==> config.mk <==
export PLATFORM = sky130hd
export DESIGN_NAME = lcd_fifo_scanout
export DESIGN_NICKNAME = d
export VERILOG_FILES = /design/src/rtl/lcd_fifo_scanout.sv
export SDC_FILE = /design/constraint.sdc
export NUM_CORES = 1
export LEC_CHECK = 0
export CAP_MARGIN = 40
export CORE_ASPECT_RATIO = 2
export CORE_MARGIN = 4
export CORE_UTILIZATION = 45
export CTS_CLUSTER_DIAMETER = 100
export CTS_CLUSTER_SIZE = 8
export DETAILED_ROUTE_END_ITERATION = 12
export PLACE_DENSITY = 0.75
export SLEW_MARGIN = 20
export SYNTH_ARGS = -nofsm -noshare
export SYNTH_HDL_FRONTEND = slang
export SYNTH_SLANG_ARGS = --single-unit
==> constraint.sdc <==
create_clock -name rd_clk -period 2.7 [get_ports rd_clk]
set_input_delay 0.405 -clock rd_clk [delete_from_list [all_inputs] [get_ports rd_clk]]
set_output_delay 0.405 -clock rd_clk [all_outputs]
set_load 0.005 [all_outputs]
==> src/rtl/lcd_fifo_scanout.sv <==
// LCD raster scan-out: drains a first-word-fall-through FIFO of packed RGB565 pairs
// and drives registered sync/DE/pixel outputs, substituting a fixed colour on under-run.
module lcd_fifo_scanout #(
  parameter int          H_ACTIVE  = 480,
  parameter int          H_FP      = 8,
  parameter int          H_SYNC    = 4,
  parameter int          H_BP      = 43,
  parameter int          V_ACTIVE  = 272,
  parameter int          V_FP      = 4,
  parameter int          V_SYNC    = 4,
  parameter int          V_BP      = 12,
  parameter logic [15:0] UFL_COLOR = 16'hF800
) (
  input  logic        rd_clk,
  input  logic        rd_rst,
  input  logic        enable,
  input  logic [31:0] fifo_data,
  input  logic        fifo_vld,
  output logic        fifo_en,
  output logic        lcd_hs,
  output logic        lcd_vs,
  output logic        lcd_de,
  output logic [15:0] lcd_rgb,
  output logic        frame_start,
  output logic [15:0] ufl_cnt
);

  localparam int H_TOT = H_SYNC + H_BP + H_ACTIVE + H_FP;
  localparam int V_TOT = V_SYNC + V_BP + V_ACTIVE + V_FP;
  localparam int HW    = $clog2(H_TOT + 1);
  localparam int VW    = $clog2(V_TOT + 1);

  localparam logic [HW-1:0] H_ZERO     = HW'(0);
  localparam logic [HW-1:0] H_ONE      = HW'(1);
  localparam logic [HW-1:0] H_LAST     = HW'(H_TOT - 1);
  localparam logic [HW-1:0] H_SYNC_END = HW'(H_SYNC);
  localparam logic [HW-1:0] H_ACT_BEG  = HW'(H_SYNC + H_BP);
  localparam logic [HW-1:0] H_ACT_END  = HW'(H_SYNC + H_BP + H_ACTIVE);
  localparam logic [VW-1:0] V_ZERO     = VW'(0);
  localparam logic [VW-1:0] V_ONE      = VW'(1);
  localparam logic [VW-1:0] V_LAST     = VW'(V_TOT - 1);
  localparam logic [VW-1:0] V_SYNC_END = VW'(V_SYNC);
  localparam logic [VW-1:0] V_ACT_BEG  = VW'(V_SYNC + V_BP);
  localparam logic [VW-1:0] V_ACT_END  = VW'(V_SYNC + V_BP + V_ACTIVE);

  typedef enum logic [0:0] {IDLE = 1'b0, RUN = 1'b1} state_t;

  state_t        state;
  logic [HW-1:0] h;
  logic [VW-1:0] v;
  logic          h_act;
  logic          v_act;
  logic          act;
  logic          phase;
  logic [15:0]   pixel;

  // Active-region decode, pixel select and the combinational pop strobe.
  always_comb begin
    h_act = (h >= H_ACT_BEG) && (h < H_ACT_END);
    v_act = (v >= V_ACT_BEG) && (v < V_ACT_END);
    act   = (state == RUN) && h_act && v_act;
    // Column parity without a subtractor: col[0] = h[0] ^ start[0].
    phase = h[0] ^ H_ACT_BEG[0];
    if (fifo_vld) begin
      pixel = phase ? fifo_data[31:16] : fifo_data[15:0];
    end else begin
      pixel = UFL_COLOR;
    end
    fifo_en = act && phase && fifo_vld;
  end

  // Scan FSM, raster counters, under-run counter and registered LCD outputs.
  always_ff @(posedge rd_clk or posedge rd_rst) begin
    if (rd_rst) begin
      state       <= IDLE;
      h           <= H_ZERO;
      v           <= V_ZERO;
      lcd_hs      <= 1'b1;
      lcd_vs      <= 1'b1;
      lcd_de      <= 1'b0;
      lcd_rgb     <= 16'h0000;
      frame_start <= 1'b0;
      ufl_cnt     <= 16'h0000;
    end else begin
      case (state)
        IDLE: begin
          h           <= H_ZERO;
          v           <= V_ZERO;
          lcd_hs      <= 1'b1;
          lcd_vs      <= 1'b1;
          lcd_de      <= 1'b0;
          lcd_rgb     <= 16'h0000;
          frame_start <= 1'b0;
          if (enable) begin
            state <= RUN;
          end else begin
            state <= IDLE;
          end
        end
        RUN: begin
          lcd_hs      <= (h >= H_SYNC_END);
          lcd_vs      <= (v >= V_SYNC_END);
          lcd_de      <= act;
          lcd_rgb     <= act ? pixel : 16'h0000;
          frame_start <= (h == H_ZERO) && (v == V_ZERO);
          if (act && !fifo_vld && (ufl_cnt != 16'hFFFF)) begin
            ufl_cnt <= ufl_cnt + 16'h0001;
          end
          // Enable is only honoured at the frame boundary.
          if (h == H_LAST) begin
            h <= H_ZERO;
            if (v == V_LAST) begin
              v <= V_ZERO;
              if (!enable) begin
                state <= IDLE;
              end
            end else begin
              v <= v + V_ONE;
            end
          end else begin
            h <= h + H_ONE;
          end
        end
        default: begin
          state <= IDLE;
          h     <= H_ZERO;
          v     <= V_ZERO;
        end
      endcase
    end
  end

endmodule

==> flow_metrics.py <==
metrics = {
    "clock_tree": {
        "h-tree-depth": 2,
        "cts_tree": "yes",
        "cts.sinks": 56,
        "cts_buffer_depth": 2,
        "cts.reportedPaths.clkPinSlew_ns": 0.07,
        "cts_hold_buf": 0,
        "cts_root_buf": "clkbuf_16",
        "cts_buffers": 5,
        "insertion_delay_ns": 0.29,
    },
    "timing": {
        "finalCritPeriodShare": 0.967,
        "period_minus_slack_ns": 2.61,
        "hold_viol": 0,
        "slew_viol_final": 0,
        "finClkSkew_ns": 0.00371,
        "slew_headroom": 0.532,
        "worst_slew_pin_slew_ns": 0.702,
        "timing.fmax_ghz": 0.383,
        "setup_violations": 0,
    },
    "grt": {
        "grt_pass1_vias": 2405,
        "grt_pass1_wl_um": 11500,
        "grt_use_total": 0.192,
        "overflow": 0,
        "antenna_found_initial": 0,
        "grt_max_degree": 57,
    },
    "detailed_routing": {
        "viasPerCell": 5.54,
        "drt_iter0_markers": 49,
        "ant_nets": 0,
        "dr.pass1.iters": 4,
        "drc": 0,
        "wire_per_inst_um": 17.0,
        "dr_total_vias": 2237,
        "wirelength_um": 6860,
    },
    "synthesis": {
        "synthFlopType": "dfrtp_1",
        "synth_top_area_cell": "dfrtp_1",
        "synthDistinctLibCells": 45,
        "post_synth.cell_area_avg_um2": 10.5,
        "ys_warn_count": 0,
        "synth_nets": 308,
        "synth_top_area_frac": 0.483,
        "synth-edff-count": 0,
        "netlist_area_um2": 2800,
        "yosysSeqAreaShare": 0.502,
        "synth_area_leaders": "dfrtp_1 (48%), mux2i_1 (6.8%), xor2_1 (4.4%)",
        "yosysMostFrequentCell": "dfrtp_1",
        "synthArstFlopShare": 1.00,
        "synth_cells": 266,
        "synth_commonest_cells": "dfrtp_1 (54), nor2_1 (32), mux2i_1 (19)",
        "synth_seq_cells": 56,
    },
    "job": {
        "cap_violations": 0,
    },
    "placement": {
        "dp_hpwl_um": 5170,
        "gp_congestion": 0.830,
        "io_buffers": 72,
        "dp.cells": 395,
    },
    "floorplan": {
        "initial_core_util": 0.466,
        "core_um2": 6010,
        "rows": 40,
        "die_area_um2": 7620,
        "ios": 73,
        "die_y_um": 120,
        "chipWidth_um": 63.8,
    },
    "power": {
        "p_switching_uw": 333,
        "p_comb_frac": 0.063,
        "pwr-share-seq": 0.508,
        "p_total_uw": 1680,
        "cellPowerDensity_nw_per_um2": 449,
        "swShare": 0.198,
        "power.share.clock": 0.429,
        "leakage_uw": 0.00174,
        "p_int_uw": 1350,
        "ir_drop_mv": 0.348,
    },
    "critical_path": {
        "worst_setup_path_end_kind": "primary output",
        "cp_max_fo": 4,
        "rr_endpoint": "ufl_cnt[1]$_DFFE_PP0P_",
        "reg2reg_depth": 7,
        "cp-startpoint": "h[1]$_DFF_PP0_",
        "critical_path_class": "reg -> out",
        "slowest_stage": "or4_1",
        "cp_cell_sequence": "ha_2, and3_4, or4_1, nand4_2, inv_1, nand2_1, nor2_1, dlygate4sd2_1",
        "arrival_ns": 2.21,
        "max_stage_delay_ns": 0.52,
        "regToRegSetupSlack_ns": 0.35,
        "crit_path_end": "fifo_en",
        "r2r_start": "h[1]$_DFF_PP0_",
        "worstPathRequired_ns": 2.30,
        "startpoint_type": "register",
    },
    "cells_and_area": {
        "synthToLayoutAreaGrowth_pct": 34.0,
        "final_nets": 382,
        "num_antenna_cells": 0,
        "layoutNonFillerInstCount": 404,
        "drive_gt1_frac": 0.0792,
    },
    "worst_hold_path": {
        "min_path_type": "reg -> reg",
        "holdPathStages": 1,
    },
    "run_status": {
        "run_status": "finished, final reports clean",
    },
}
-- placed cells by master (no fill, tap or decap), types with 7 or more instances in the layout --
cell / count
inv_1: 7
o21ai_0: 11
xor2_1: 14
nand3_1: 16
clkdlybuf4s50_1: 71
nand2_1: 13
nor2_1: 32
and3_1: 10
buf_4: 7
xnor2_1: 10
nor3_1: 7
dfrtp_1: 54
mux2i_1: 19
nor4_1: 8
-- timing repair --
item,CTS,global route
cloned,0,0
setup endpoints to repair,1,1
resized for setup,1,1
setup buffers,0,1
-- metal layers --
layer	track usage	vias up	part of all wire
met5	0	-	0
li1	-	1079	-
met1	0.178	1092	0.33
met3	0.0262	19	0.024
met2	0.380	47	0.60
met4	0.110	0	0.046
-- how the worst min path moves through the flow --
stage                         endpoint  slack [ns]                    start
2_1_floorplan  ufl_cnt[14]$_DFFE_PP0P_        0.48  ufl_cnt[14]$_DFFE_PP0P_
3_3_place_gp   ufl_cnt[14]$_DFFE_PP0P_        0.47  ufl_cnt[14]$_DFFE_PP0P_
3_5_place_dp   ufl_cnt[10]$_DFFE_PP0P_        0.47  ufl_cnt[10]$_DFFE_PP0P_
4_1_cts        ufl_cnt[10]$_DFFE_PP0P_        0.49  ufl_cnt[10]$_DFFE_PP0P_
5_1_grt        ufl_cnt[10]$_DFFE_PP0P_        0.52  ufl_cnt[10]$_DFFE_PP0P_
6_report       ufl_cnt[14]$_DFFE_PP0P_        0.49  ufl_cnt[14]$_DFFE_PP0P_
-- power by group through the flow --
stage	logic [µW]	registers [µW]	clock network, µW
final	106	856	722
after global routing	116	857	770
after CTS	109	856	739
after detailed placement	108	872	0
after global placement	107	872	0
after floorplan	30.8	871	0
-- area by class of cell --
type                       instances  area (µm²)
fill                             519        2260
sequential                        56        1400
multi-input combinational        190        1300
timing repair buffer              79         772
clock buffer                       6         129
tap                               63        78.8
clock inverter                     2        35.0
inverter                           8        30.0
-- critical path, delay by kind of cell (launching register included) --
family / cells / cell delay (ns)
buffers and inverters: 2 / 0.34
adder cells (fa/ha/maj): 1 / 0.21
flip-flops: 1 / 0.41
AND/OR/NAND/NOR: 5 / 0.94
-- registers in the layout, summed over array words and instances (netlist names) --
| name | count |
|---|---|
| ufl_cnt | 16 |
| frame_start | 1 |
| lcd_hs | 1 |
| h | 10 |
| lcd_de | 1 |
| v | 9 |
| lcd_vs | 1 |
| lcd_rgb | 16 |
| state | 1 |
-- through the flow --
stage          instance area, µm²   TNS, ns  setup WS [ns]  hold WS [ns]   util
3_5_place_dp                 3580         0          0.159         0.475  0.596
6_report                     3750         0         0.0884         0.492  0.624
2_1_floorplan                2800         0          0.425         0.478      -
5_1_grt                      3750  -0.00458       -0.00458         0.523  0.624
3_3_place_gp                 3580         0          0.215         0.474  0.596
4_1_cts                      3740         0         0.0381         0.490  0.623
-- cell families after synthesis --
group                    Yosys count  share of synthesized area
flip-flops                        56                      0.502
XOR/XNOR                          24                     0.0751
AO/OA/AOI/OAI                     24                     0.0626
adder cells (fa/ha/maj)            6                     0.0268
AND/OR/NAND/NOR                  116                      0.228
multiplexers                      20                     0.0720
buffers and inverters             20                     0.0340
No activity file was read; power rests on OpenSTA's default activity.
